[src/rtl/uci_tx_arbiter.sv]
// uci_tx_arbiter: round-robin, line-atomic sharing of one UCI TX byte stream among NUM_REQ producers.
// Optional line-length guard enabled by defining UCI_TX_ARB_LINE_GUARD_EN.

module uci_tx_arb_lane (
    input  logic       stream_ok,
    input  logic       grant,
    input  logic       valid,
    input  logic [7:0] chr,
    output logic       ready,
    output logic       take,
    output logic [7:0] char_sel
);
    assign ready    = stream_ok & grant;
    assign take     = ready & valid;
    assign char_sel = take ? chr : 8'h00;
endmodule

module uci_tx_arbiter #(
    parameter int NUM_REQ      = 3,
    parameter int MAX_LINE_LEN = 64
) (
    input  logic                    clk_in,
    input  logic                    rst_in,
    input  logic [NUM_REQ-1:0][7:0] req_char_in,
    input  logic [NUM_REQ-1:0]      req_valid_in,
    output logic [NUM_REQ-1:0]      req_ready_out,
    output logic [7:0]              char_out,
    output logic                    char_out_valid,
    input  logic                    char_out_ready,
    output logic [NUM_REQ-1:0]      grant_out,
    output logic                    busy_out
);
    localparam int         PW = (NUM_REQ > 1) ? $clog2(NUM_REQ) : 1;
    localparam logic [7:0] NL = 8'h0A;

    if (NUM_REQ < 2 || MAX_LINE_LEN < 2 || MAX_LINE_LEN > 128) begin : g_param_chk
        $error("uci_tx_arbiter: NUM_REQ must be >= 2 and MAX_LINE_LEN in 2..128");
    end

    typedef enum logic [1:0] {IDLE, STREAM, INJECT} state_t;

    state_t             state_q, state_d;
    logic [PW-1:0]      ptr_q, ptr_d;
    logic [NUM_REQ-1:0] grant_d;
    logic [7:0]         char_d;
    logic               valid_d;

    logic                    out_empty;
    logic                    stream_ok;
    logic                    accept;
    logic [NUM_REQ-1:0]      take;
    logic [NUM_REQ-1:0][7:0] char_sel;
    logic [7:0]              acc_char;

    logic [PW-1:0] win;
    logic [PW-1:0] idx_w;
    logic          found;
    int            arb_idx;

`ifdef UCI_TX_ARB_LINE_GUARD_EN
    logic [6:0] cnt_q, cnt_d;
`endif

    // Output register can take a new byte when empty or draining this cycle.
    assign out_empty = ~char_out_valid | char_out_ready;
    assign stream_ok = (state_q == STREAM) & out_empty;
    assign busy_out  = (state_q != IDLE) | char_out_valid;

    for (genvar g = 0; g < NUM_REQ; g++) begin : g_lane
        uci_tx_arb_lane u_lane (
            .stream_ok (stream_ok),
            .grant     (grant_out[g]),
            .valid     (req_valid_in[g]),
            .chr       (req_char_in[g]),
            .ready     (req_ready_out[g]),
            .take      (take[g]),
            .char_sel  (char_sel[g])
        );
    end

    always_comb begin
        acc_char = '0;
        for (int i = 0; i < NUM_REQ; i++) acc_char = acc_char | char_sel[i];
    end
    assign accept = |take;

    // Round-robin search beginning at ptr_q.
    always_comb begin
        win     = '0;
        found   = 1'b0;
        arb_idx = 0;
        idx_w   = '0;
        for (int k = 0; k < NUM_REQ; k++) begin
            arb_idx = int'(ptr_q) + k;
            if (arb_idx >= NUM_REQ) arb_idx = arb_idx - NUM_REQ;
            idx_w = PW'(arb_idx);
            if (!found && req_valid_in[idx_w]) begin
                found = 1'b1;
                win   = idx_w;
            end
        end
    end

    always_comb begin
        state_d = state_q;
        ptr_d   = ptr_q;
        grant_d = grant_out;
        char_d  = char_out;
        valid_d = char_out_valid & ~char_out_ready;
`ifdef UCI_TX_ARB_LINE_GUARD_EN
        cnt_d   = cnt_q;
`endif
        if (accept) begin
            char_d  = acc_char;
            valid_d = 1'b1;
        end
        case (state_q)
            IDLE: begin
                if (found) begin
                    state_d      = STREAM;
                    grant_d      = '0;
                    grant_d[win] = 1'b1;
                    ptr_d        = (int'(win) == NUM_REQ - 1) ? '0 : win + 1'b1;
                end
            end
            STREAM: begin
                if (accept) begin
                    if (acc_char == NL) begin
                        state_d = IDLE;
                        grant_d = '0;
`ifdef UCI_TX_ARB_LINE_GUARD_EN
                        cnt_d   = '0;
`endif
                    end
`ifdef UCI_TX_ARB_LINE_GUARD_EN
                    // Leave room for the forced newline so the line fits MAX_LINE_LEN.
                    else if (int'(cnt_q) + 1 >= MAX_LINE_LEN - 1) begin
                        state_d = INJECT;
                        cnt_d   = '0;
                    end else begin
                        cnt_d = cnt_q + 7'd1;
                    end
`endif
                end
            end
`ifdef UCI_TX_ARB_LINE_GUARD_EN
            INJECT: begin
                if (out_empty) begin
                    char_d  = NL;
                    valid_d = 1'b1;
                    state_d = IDLE;
                    grant_d = '0;
                end
            end
`endif
            default: state_d = IDLE;
        endcase
    end

    always_ff @(posedge clk_in or posedge rst_in) begin
        if (rst_in) begin
            state_q        <= IDLE;
            ptr_q          <= '0;
            grant_out      <= '0;
            char_out       <= '0;
            char_out_valid <= 1'b0;
`ifdef UCI_TX_ARB_LINE_GUARD_EN
            cnt_q          <= '0;
`endif
        end else begin
            state_q        <= state_d;
            ptr_q          <= ptr_d;
            grant_out      <= grant_d;
            char_out       <= char_d;
            char_out_valid <= valid_d;
`ifdef UCI_TX_ARB_LINE_GUARD_EN
            cnt_q          <= cnt_d;
`endif
        end
    end
endmodule

[config.mk]
export PLATFORM = sky130hd
export DESIGN_NAME = uci_tx_arbiter
export DESIGN_NICKNAME = d
export VERILOG_FILES = /design/src/rtl/uci_tx_arbiter.sv
export SDC_FILE = /design/constraint.sdc
export NUM_CORES = 1
export LEC_CHECK = 0
export BUFFER_PORTS_ARGS = -buffer_cell sky130_fd_sc_hd__buf_2
export CORE_MARGIN = 2
export CORE_UTILIZATION = 42
export DETAILED_ROUTE_END_ITERATION = 10
export PLACE_DENSITY = 0.74
export SYNTH_ARGS = -nofsm -noshare
export SYNTH_HDL_FRONTEND = slang
export SYNTH_SLANG_ARGS = --single-unit
[constraint.sdc]
create_clock -name clk_in -period 1.95 [get_ports clk_in]
set_clock_uncertainty 0.2 [all_clocks]
set_input_delay 0.39 -clock clk_in [delete_from_list [all_inputs] [get_ports clk_in]]
set_output_delay 0.39 -clock clk_in [all_outputs]
set_load 0.02 [all_outputs]
## Word-level counts from Yosys, hierarchy flattened

Index checks and enable logic that the tools add are counted.

- $add $sub $neg: 6
- Bitwise logic cells: 14
- $lt $le $gt $ge: 8
- Multiplexer cells: 30
- Reduce and logical (&&, ||, !) cells: 12
- Equality and inequality tests: 6

Operators with widths:

| operator | number |
|---|---|
| 2-to-1 mux 8 bit | 3 |
| 2-to-1 mux 2 bit | 10 |
| bitwise OR 8 bit | 2 |
| < comparator 2 x 3 -> 1 bit (second input constant) | 4 |
| 2-to-1 mux 3 bit | 3 |
| AND 1 bit | 8 |
| equality test 8 x 4 -> 1 bit (second input constant) | 1 |
| 2-to-1 mux 1 bit | 8 |
| binary-select mux 1 bit (select 2 bit) | 3 |
| greater-or-equal comparator 3 x 2 -> 1 bit (second input constant) | 2 |
| case mux 3 bit (2 select lines) | 1 |
| subtractor 2 bit (second input constant) | 3 |
| != test 2 bit (second input constant) | 2 |
| case mux 2 bit (2 select lines) | 1 |
| AND reduction 4 bit | 1 |
| nonzero test 2 bit | 2 |
| adder 2 x 1 -> 3 bit (second input constant) | 1 |
| adder 2 x 2 -> 3 bit (second input constant) | 1 |
| logical AND 1 bit | 3 |
| AND reduction 3 bit | 1 |
| OR reduction 3 bit | 1 |
| adder 2 x 1 -> 2 bit (second input constant) | 1 |
| demux 1 bit (select 2 bit) | 1 |
| equality test 2 x 1 -> 1 bit (second input constant) | 1 |
| other kinds (9) | 12 |

- Logic and storage cells: 81
- Bits of input ports: 30
- Output and inout port bits: 16
- Register bits: 16

## Longest topological paths before layout

Gate-level depths: netlist of run 1.

- Word-level depth: 17
- Gate-level depth with buffers: 8
- Gate-level depth less buffers: 7

## By module

A second synthesis of run 1 with hierarchy kept.

- Cells, all modules: 131
- Area total of the unflattened synthesis: 1191.1 sq um

Modules (own cells, without submodules):

| module | instances | area an instance (sq um) | sequential area each (sq um) | cells each |
|---|---|---|---|---|
| uci_tx_arbiter | 1 | 935.9 | 375.4 | 101 |
| uci_tx_arb_lane | 3 | 85.1 | 0.0 | 10 |

## Least setup slack after synthesis of run 1

OpenSTA, ideal clock, no wires.

- Path kind: register -> register
- From: register ptr_q[0]
- To: register grant_out[0]
- Cell stages (with the launch flop): 9
- Path buffers: 1
- Clock period less this slack: 2067 ps
- Data required time: 1618 ps
- Library setup time: 132 ps
- Path slack: -117 ps
- Arrival time: 1734 ps
- Path through: dfrtp_1 > inv_1 > ha_1 > buf_2 > or3b_2 > a21oi_1 > nor4b_1 > o21ai_0 > o21ai_0

- Word-level cells in the longest chain between the ends: 17
- Elaborated cells between the ends (all ways): 36
- Classes of those cells: add/sub: 5; order compare: 5; eq/ne: 1; mux: 19; reduce/logical: 6

Ends and longest elaborated chain:

| element | RTL line | source |
|---|---|---|
| from (decl) | 43 | `logic [PW-1:0] ptr_q, ptr_d;` |
| from (signal assigned) | 172 | `ptr_q <= ptr_d;` |
| branches (longest 17 deep; another with adder 2 x 1 -> 3 bit) | - |  |
| to (signal assigned) | 173 | `grant_out <= grant_d;` |
| to (decl) | 30 | `output logic [NUM_REQ-1:0] grant_out,` |

Parallel ways; which one is timed is not known. The select of a mux whose other input is x is not followed.
A chain may end at the register's enable or synchronous reset.

## Worst setup path after layout of run 1

Same ends and word-level chain as after synthesis.

==> metrics.md, run 1 <==
| Metric | Value |
|---|---|
| Status | finished with violations |
| Failing checks | negative setup slack |
| RSZ-0062 raised after global routing | true |
| N_diodes | 0 |
| Fillers | 197 |
| Setup ws final | -87.1 ps |
| DRC | 0 |
| Layout net count | 220 |
| Leading cell type in the layout, fill and taps excluded | buf_2 |
| Worst slew pin tran | 575 ps |
| Reg area | 377 um2 |
| DP Area | 1440 um2 |
| DP HPWL | 2380 um |
| # port buffers | 45 |
| CTS Buf Count | 3 |
| Gr ovfl total | 0 |
| Std-Cell Rows | 18 |
| Critical path type | flip-flop to flip-flop |
| Peak VDD IR | 0.941 mV |
| Final Power | 2630 uW |
| Vias in the first global route | 1,070 |
| Number of max-cap violations | 0 |
| Overall Global Routing Usage | 0.215 |
| Most frequent cells in the layout | 45 x buf_2, 20 x buf_4, 17 x nand2_1 |
| DR WL/cell | 14.4 um |
| Via-per-instance ratio | 5.50 |
| Yosys cell types | 38 |
| Period utilization | 1.04 |
| Area growth, synth to finish | 48.1% |
| Yosys warning count | 0 |
| First-pass GRT wire length | 4610 um |
| Final WL | 3110 um |
| DR vias | 1,189 |
| Startpoint class of the critical path | flip-flop |
| DRT iter0 DRCs | 28 |
| PD cells | 1630 nW/um2 |
| Clock-pin slew on the worst setup and hold paths | 80 ps |
| Post-Syn Nets | 160 |
| Post-Syn Area per Cell | 8.59 um2 |
| Die W | 55.0 um |
| H-tree lvl count | 1 |
| Final setup viols | 5 |
| CTS tree | built |
| Root buffer cell | clkbuf_4 |
| Clk_lat worst skew | 290 ps |
| Synthesized instance count | 127 |
| Pins over their slew limit | 0 |
| Initial antenna violation count | 0 |
| Layout cell share with drive strength beyond 1 | 0.522 |
| Post-route ant nets | 0 |
| CP Max Fanout | 5 |
| Critical path arrival | 2000 ps |
| Register area share after synthesis | 0.344 |
| Critical path's slowest cell | dfrtp_1 |
| Data required, critical path | 1920 ps |
| Post-synthesis sequential element count | 15 |
| Core box area | 2480 um2 |
| Die height | 55.0 um |
| DRT Pass-1 Iters | 4 |
| Leak | 0.000780 uW |
| CTS max path bufs | 2 |
| Final instance area | 1620 um2 |
| Relative slew margins | 0.617 |
| Crit-path leading delay family | simple AND/OR/NAND/NOR gates |
| CP max stage delay | 420 ps |
| CP Buf/Inv Count | 2 |
| Worst Setup End Kind | flip-flop |
| Pre-CTS setup slack | -220 ps |
| DIE AREA | 3020 um2 |
| Final Hold Violating Endpoints | 0 |
| Mapped cell area | 1090 um2 |
| Largest net degree at the start of global routing | 16 |
| Multi-input logic area | 763 um2 |
| Max Clock Freq | 491 MHz |
| CP cell instances | inv_2 > ha_4 > or3b_4 > a21oi_4 > nor4b_4 > buf_4 > o21ai_2 > o21ai_0 |
| Placer Congestion | 0.941 |
| Clock sink total | 15 |
| Hold Crit Class | input port to flip-flop |
| Initial Utilization | 0.440 |
| Ports | 46 |
| Fin crit period | 2040 ps |
## what timing repair did
item | in CTS | in global routing
pin swaps | 5 | 3
hold endpoints to repair | 15 | 0
resized for setup | 21 | 11
setup endpoints to repair | 5 | 7
hold buffers | 1 | 0
buffers inserted | 1 | 2
## routing by layer
metal | wire length (um) | track usage
met5 | 0 | 0
met4 | 42 | 0.0732
met3 | 150 | 0.0672
met2 | 1600 | 0.351
met1 | 1320 | 0.268
## worst min-delay path, delay by kind of cell
kind / cells / cell delay, ps
compound gates: 2 / 180
buf+inv: 1 / 90
## Yosys cell counts
master / number / area (um2)
o22ai_1: 2 / 12.5
nor3b_1: 1 / 7.51
and3_1: 3 / 18.8
nor2_1: 3 / 11.3
o2111ai_1: 1 / 8.76
nand3_1: 1 / 5.00
nor2b_1: 7 / 43.8
ha_1: 3 / 37.5
a21oi_1: 6 / 30.0
o211ai_1: 1 / 7.51
or3b_2: 1 / 8.76
buf_2: 4 / 20.0
o41ai_1: 2 / 17.5
nand2b_1: 6 / 37.5
nor4b_4: 1 / 23.8
inv_1: 4 / 15.0
a21boi_0: 2 / 15.0
or4_1: 1 / 7.51
clkbuf_1: 2 / 7.51
nor4b_1: 1 / 8.76
o31ai_2: 1 / 12.5
a22o_1: 5 / 43.8
o221a_2: 1 / 11.3
o32ai_1: 1 / 8.76
nand2_1: 17 / 63.8
nand3b_1: 1 / 7.51
a22o_2: 1 / 10.0
a221oi_1: 1 / 8.76
dfrtp_1: 15 / 375
mux2i_1: 1 / 10.0
a22oi_1: 3 / 22.5
o21a_1: 1 / 7.51
buf_4: 6 / 45.0
and2_1: 5 / 31.3
a31oi_1: 2 / 12.5
a222oi_1: 1 / 10.0
or2_2: 1 / 6.26
o21ai_0: 12 / 60.1
## flip-flops by register name, summed over array words and instances (netlist names)
register        flops
char_out            8
char_out_valid      1
grant_out           3
ptr_q               2
state_q             1
## report_power, final
| group | internal [uW] | total (uW) | switching [uW] |
|---|---|---|---|
| sequential | 457 | 557 | 99.7 |
| combinational | 903 | 1890 | 991 |
| clock | 79.7 | 179 | 99.7 |
## kinds of logic after synthesis
logic type,after synthesis,share of synthesized area
multiplexers,1,0.00917
AND/OR/NAND/NOR,49,0.258
AO/OA/AOI/OAI,43,0.274
flip-flops,15,0.344
buffers and inverters,16,0.0803
adder cells (fa/ha/maj),3,0.0344
## stage by stage
step | hold WS, ps | std cells | setup TNS (ps) | utilization
after floorplan | 91.5 | 127 | -9.42 | -
after global placement | 254 | 208 | -880 | 0.579
after detailed placement | 264 | 208 | -1070 | 0.579
after CTS | 201 | 214 | -188 | 0.628
after global routing | 220 | 216 | -695 | 0.652
final | 201 | 216 | -303 | 0.652
## final cells by class
cell class,instances,area share
well taps,30,0.0232
inverters,4,0.00930
multi-input cells,96,0.473
flip-flops and latches,15,0.233
clock buffers,4,0.0163
repair buffers,67,0.246
## worst paths after layout
check                                 from        endpoint  slack, ps  depth (start not counted)
max reg2reg                       ptr_q[0]    grant_out[0]        -90                          8
max in group asynchronous           rst_in      state_q[0]        650                          3
min                        req_char_in[12]     char_out[4]        200                          3
min reg2reg                    char_out[6]     char_out[6]        290                          2
min in group asynchronous           rst_in  char_out_valid        500                          3
max                               ptr_q[0]    grant_out[0]        -90                          8
No activity file was read; power rests on OpenSTA's default activity.
==> inputs of run 2 (changes only) <==
--- a/config.mk
+++ b/config.mk
@@ -7,9 +7,10 @@
 export LEC_CHECK = 0
 export BUFFER_PORTS_ARGS = -buffer_cell sky130_fd_sc_hd__buf_2
 export CORE_MARGIN = 2
-export CORE_UTILIZATION = 42
+export CORE_UTILIZATION = 44
+export CTS_BUF_LIST = sky130_fd_sc_hd__clkbuf_8
 export DETAILED_ROUTE_END_ITERATION = 10
-export PLACE_DENSITY = 0.74
+export PLACE_DENSITY = 0.77
 export SYNTH_ARGS = -nofsm -noshare
 export SYNTH_HDL_FRONTEND = slang
 export SYNTH_SLANG_ARGS = --single-unit
==> run 2 against run 1 <==
The flow finishes with violations (negative hold slack, negative setup slack). Final cell count rose by 1.4%. Worst setup slack got worse by 17 ps. Clock power rose by 45%. Critical endpoint unchanged.
==> metrics.md, run 2 (synthesis gave the netlist of run 1 again) <==
| Metric | Value |
|---|---|
| M2 GR Usage | 0.386 |
| DRT iter0 DRCs | 23 |
| Final WL | 3510 um |
| Vias in the first global route | 1,055 |
| Leading cell type in the layout, fill and taps excluded | buf_2 |
| Worst Setup End Kind | flip-flop |
| Final setup viols | 5 |
| Startpoint class of the critical path | flip-flop |
| Largest net degree at the start of global routing | 16 |
| Layout cell share with drive strength beyond 1 | 0.540 |
| DP HPWL | 2320 um |
| Biggest regs | char_out x8, grant_out x3, ptr_q x2 |
| Pins over their slew limit | 0 |
| Relative slew margins | 0.610 |
| Peak VDD IR | 1.19 mV |
| Leak | 0.000794 uW |
| Final Hold Violating Endpoints | 15 |
| CP max stage delay | 420 ps |
| Net Sw Power | 1260 uW |
| CP Max Fanout | 4 |
| Clock-pin slew on the worst setup and hold paths | 70 ps |
| PD cells | 1680 nW/um2 |
| Logic pwr share | 0.706 |
| Via-per-instance ratio | 5.73 |
| Clock power share | 0.094 |
| Critical path's slowest cell | dfrtp_1 |
| GRT met3 Usage | 0.0528 |
| Multi-input logic area | 763 um2 |
| CTS Buf Count | 3 |
| Final TNS setup | -388 ps |
| Most frequent cells in the layout | 45 x buf_2, 23 x buf_4, 17 x nand2_1 |
| GRT met1 Usage | 0.277 |
| DIE AREA | 2890 um2 |
| Root buffer cell | clkbuf_8 |
| DR WL/cell | 16.0 um |
| Worst hold margin | -16.6 ps |
| Number of max-cap violations | 0 |
| DRC | 0 |
| Max Clock Freq | 487 MHz |
| Critical path type | flip-flop to flip-flop |
| Area growth, synth to finish | 51.9% |
| Failing checks | negative hold slack, negative setup slack |
| CTS tree | built |
| Std-Cell Rows | 18 |
| Placer Congestion | 0.808 |
| CTS Hold Bufs | 0 |
| Clock sink total | 15 |
| Largest register FFs | 8 |
| DR vias | 1,254 |
| Data required, critical path | 1880 ps |
| Busiest grt layer | met2 |
| CP cell instances | buf_6 > ha_4 > or3b_4 > a21oi_4 > nor4b_2 > buf_4 > o21ai_2 > o21ai_1 |
| Setup ws final | -104 ps |
| First-pass GRT wire length | 4690 um |
| Switching share of power | 0.452 |
| Status | finished with violations |
| Fin crit period | 2050 ps |
| CTS max path bufs | 2 |
| Biggest register | char_out |
| Critical path arrival | 1980 ps |
| DRT Pass-1 Iters | 4 |
| Period utilization | 1.05 |
| Initial Utilization | 0.453 |
| Ports | 46 |
| H-tree lvl count | 1 |
| Reg-to-reg slack, setup | -100 ps |
| Post-route ant nets | 0 |
| Final instance area | 1660 um2 |
| Die height | 53.8 um |
| Reg area | 375 um2 |
| Layout net count | 223 |
| N_diodes | 0 |
| Die W | 53.8 um |
| Hold Crit Class | input port to async pin |
| Initial antenna violation count | 0 |
| DP Area | 1440 um2 |
| Core box area | 2410 um2 |
| Gr ovfl total | 0 |
| Worst slew pin tran | 584 ps |
| Internal power | 1520 uW |
| Overall Global Routing Usage | 0.226 |
| RSZ-0062 raised after global routing | true |
| Clk_lat worst skew | 260 ps |
| Share of power burned in registers | 0.201 |
| # port buffers | 45 |
| Fillers | 172 |
-- run 2: worst max-delay path, delay by kind of cell, from the launching register on --
kind / cells / cell delay [ps]
AO/OA/AOI/OAI: 3 / 380
adder cells (fa/ha/maj): 1 / 160
buffers and inverters: 2 / 280
flip-flops: 1 / 420
AND/OR/NAND/NOR: 2 / 490
-- run 2: power by group through the flow --
stage,registers [uW],logic [uW],clock network [uW]
3_3_place_gp,541,1490,0
2_1_floorplan,661,951,0
3_5_place_dp,556,1530,0
4_1_cts,556,1710,258
6_report,559,1960,260
5_1_grt,580,2090,278
-- run 2: through the flow --
stage               hold slack, ps  setup WS (ps)  power [uW]  cells  utilization
floorplan                     91.5          -9.42        1610    127            -
global placement               255           -194        2030    209        0.599
detailed placement             268           -221        2080    209        0.599
CTS                           1.15          -41.2        2520    214        0.654
global route                  25.5           -188        2950    219        0.688
finish                       -16.6           -104        2780    219        0.688
-- run 2: area by class of cell --
type,count,area share
multi-input cells,96,0.460
repair buffers,70,0.254
flip-flops and latches,15,0.226
clock buffers,3,0.0249
well taps,30,0.0226
inverters,4,0.00906
clock inverters,1,0.00302
-- run 2: path summary, 6_finish.rpt --
path	from	end	cells after the start
setup / recovery	ptr_q[0]	grant_out[0]	8
hold / removal	rst_in	char_out[6]	2
setup reg to reg	ptr_q[0]	grant_out[0]	8
hold reg to reg	char_out[7]	char_out[7]	2
max in group asynchronous	rst_in	char_out[3]	2
min in group clk_in	req_char_in[12]	char_out[4]	3
-- run 2: timing repair --
| action | in CTS | in global routing |
|---|---|---|
| pin swaps | 4 | 2 |
| resized for setup | 20 | 13 |
| setup endpoints to repair | 5 | 6 |
| buffers inserted | 1 | 5 |
-- run 2: metal layers --
layer  part of all wire  wire (um)  up-vias
met1               0.42       1460      612
met4              0.031        108        0
met5                  0          0        -
met2               0.51       1790       50
met3              0.041        145       12
li1                   -          -      580
==> inputs of run 3 (changes only) <==
--- a/config.mk
+++ b/config.mk
@@ -7,10 +7,11 @@
 export LEC_CHECK = 0
 export BUFFER_PORTS_ARGS = -buffer_cell sky130_fd_sc_hd__buf_2
 export CORE_MARGIN = 2
-export CORE_UTILIZATION = 44
+export CORE_UTILIZATION = 45
 export CTS_BUF_LIST = sky130_fd_sc_hd__clkbuf_8
 export DETAILED_ROUTE_END_ITERATION = 10
 export PLACE_DENSITY = 0.77
 export SYNTH_ARGS = -nofsm -noshare
 export SYNTH_HDL_FRONTEND = slang
+export SYNTH_HIERARCHICAL = 1
 export SYNTH_SLANG_ARGS = --single-unit
==> run 3 against run 2 <==
The run still ends with negative hold slack, negative setup slack left. First-iteration DRC count rose to 3.3 times the previous value. Sequential cell count unchanged. Cell area is 19% higher. Largest cell class unchanged.
==> metrics.md, run 3 <==
| Metric | Value |
|---|---|
| Most frequent cells in the layout | 43 x buf_2, 25 x and4_1, 23 x buf_4 |
| Synthesized instance count | 131 |
| Post-synthesis sequential element count | 15 |
| Leading post-synthesis cells by cell area | dfrtp_1 32%, and4_1 18%, a21oi_1 4.6% |
| CTS tree | built |
| Critical path arrival | 1590 ps |
| Std-Cell Rows | 18 |
| Core box area | 2500 um2 |
| Failing checks | negative hold slack, negative setup slack |
| Reg area | 379 um2 |
| Worst hold margin | -16.1 ps |
| Yosys warning count | 6 |
| Post-Syn Nets | 165 |
| DIE AREA | 3070 um2 |
| Final Power | 3500 uW |
| Cell taking the most area after synthesis | dfrtp_1 |
| DR WL/cell | 16.3 um |
| DR vias | 1,440 |
| Leading cell type in the layout, fill and taps excluded | buf_2 |
| Yosys cell types | 36 |
| Number of synthesized flops with an enable pin | 0 |
| Worst Setup End Kind | primary output |
| Biggest register | char_out |
| Layout net count | 247 |
| Hold Crit Class | input port to async pin |
| DRT iter0 DRCs | 77 |
| Layout cell share with drive strength beyond 1 | 0.571 |
| Final Hold Violating Endpoints | 15 |
| Status | finished with violations |
| Via-per-instance ratio | 5.95 |
| Share of flip-flops with an asynchronous set or reset | 1.00 |
| Biggest regs | char_out x8, grant_out x3, ptr_q x2 |
| Pins over their slew limit | 0 |
| Area growth, synth to finish | 66.3% |
| Multi-input logic area | 947 um2 |
| Ports | 46 |
| Root buffer cell | clkbuf_8 |
| CTS Buf Count | 3 |
| Leak | 0.000916 uW |
| Final WL | 3940 um |
| Count leader, synth | and4_1 |
| Clock sink total | 15 |
| Fillers | 157 |
| Gr ovfl total | 0 |
| Peak VDD IR | 1.44 mV |
| Worst slew pin tran | 553 ps |
| Initial antenna violation count | 0 |
| Clock-pin slew on the worst setup and hold paths | 60 ps |
| Mapped cell area | 1190 um2 |
| Synth top cells by count | 25 x and4_1, 15 x dfrtp_1, 11 x a21oi_1, 9 x nor2_1, 9 x nor3_1 |
| N_diodes | 0 |
| Final setup viols | 9 |
| First-pass GRT wire length | 6350 um |
| Max Clock Freq | 459 MHz |
| DRC | 0 |
| Fin util | 0.792 |
| Die W | 55.5 um |
| CTS max path bufs | 2 |
| Startpoint class of the critical path | flip-flop |
| H-tree lvl count | 1 |
| Overall Global Routing Usage | 0.256 |
| Top-area cell type share of the netlist area | 0.315 |
| DP HPWL | 2550 um |
| CTS Hold Bufs | 0 |
| CP Max Fanout | 6 |
| Fin crit period | 2180 ps |
| Post-route ant nets | 0 |
| Relative slew margins | 0.631 |
| Critical path type | flip-flop to primary output |
| Clk_lat worst skew | 240 ps |
| Die height | 55.5 um |
| Pre-CTS setup slack | -336 ps |
| Post-Syn Area per Cell | 9.09 um2 |
| DRT Pass-1 Iters | 4 |
| Setup ws final | -231 ps |
| Register area share after synthesis | 0.315 |
| Placer Congestion | 0.925 |
| PD cells | 1770 nW/um2 |
| # port buffers | 45 |
| RSZ-0062 raised after global routing | true |
| Largest register FFs | 8 |
| Initial Utilization | 0.476 |
| Vias in the first global route | 1,438 |
| Data required, critical path | 1360 ps |
| Period utilization | 1.12 |
| Synth Flop Type | dfrtp_1 |
| Number of max-cap violations | 0 |
| Largest net degree at the start of global routing | 17 |
-- run 3: cell count changes after synthesis, sizes merged, moves of 3 or more --
cell and delta:
o21ai -6, nor2b -6, a22oi -3, nor2 +6, nor3 +9, nand2 -10, a21oi +5, a22o -6
and4 +25, buf -9, nand2b -4, inv +3
-- run 3: area by class of cell --
cell class                 count  share of cell area
clock inverter                 1             0.00190
timing repair buffer          79               0.274
sequential                    15               0.191
tap                           30              0.0190
clock buffer                   3              0.0208
multi-input combinational    107               0.478
inverter                       7              0.0145
-- run 3: cells by family (layout without fill, tap and decap cells) --
family                     count (synthesis)  after routing  synth area share
and+or+nand+nor                           70             71             0.386
AOI/OAI and AO/OA                         28             28             0.182
DFF                                       15             15             0.315
buffers and inverters                     10             90            0.0410
adders and majority gates                  4              4            0.0420
muxes                                      4              4            0.0347
-- run 3: final timing paths --
check,end,startpoint,cells after the start,slack [ps]
worst max register to register,grant_out[0],char_out_valid,10,-210
worst max-delay path,req_ready_out[1],char_out_valid,8,-230
worst min-delay path,char_out[1],rst_in,2,-20
max in group asynchronous,ptr_q[1],rst_in,2,1170
worst min register to register,char_out[0],char_out[0],2,320
min in group clk_in,char_out_valid,char_out_ready,3,250
-- run 3: repair_timing --
| action | 4_1_cts | 5_1_grt |
|---|---|---|
| gates resized for setup | 28 | 11 |
| setup buffers | 8 | 1 |
| gates cloned | 1 | 1 |
| pin swaps | 12 | 3 |
| setup endpoints to repair | 9 | 17 |
-- run 3: worst max-delay path, cell delays in order (launching register included) --
cell	delay, ps
dfrtp_2	380
nand2b_4	70
and2_4	150
buf_6	130
buf_4	130
buf_6	100
buf_6	110
and2_4	150
buf_6	120
-- run 3: stage by stage --
| stage | cell area [um2] | instances | setup TNS, ps |
|---|---|---|---|
| 2_1_floorplan | 1280 | 131 | -193 |
| 3_3_place_gp | 1680 | 227 | -1970 |
| 3_5_place_dp | 1680 | 227 | -2380 |
| 4_1_cts | 1930 | 240 | -1020 |
| 5_1_grt | 1980 | 242 | -2200 |
| 6_report | 1980 | 242 | -1490 |
-- run 3: where the power goes --
part           leakage (uW)  total, uW  internal (uW)  switching (uW)
Combinational      0.000714       2600           1280            1320
Sequential         0.000176        660            477             183
Clock             0.0000269        239            139            99.6
-- run 3: routing by layer --
layer	global-route usage	wire [um]
met1	0.295	1550
met2	0.459	2050
met3	0.0726	317
met4	0.0732	19
met5	0	0
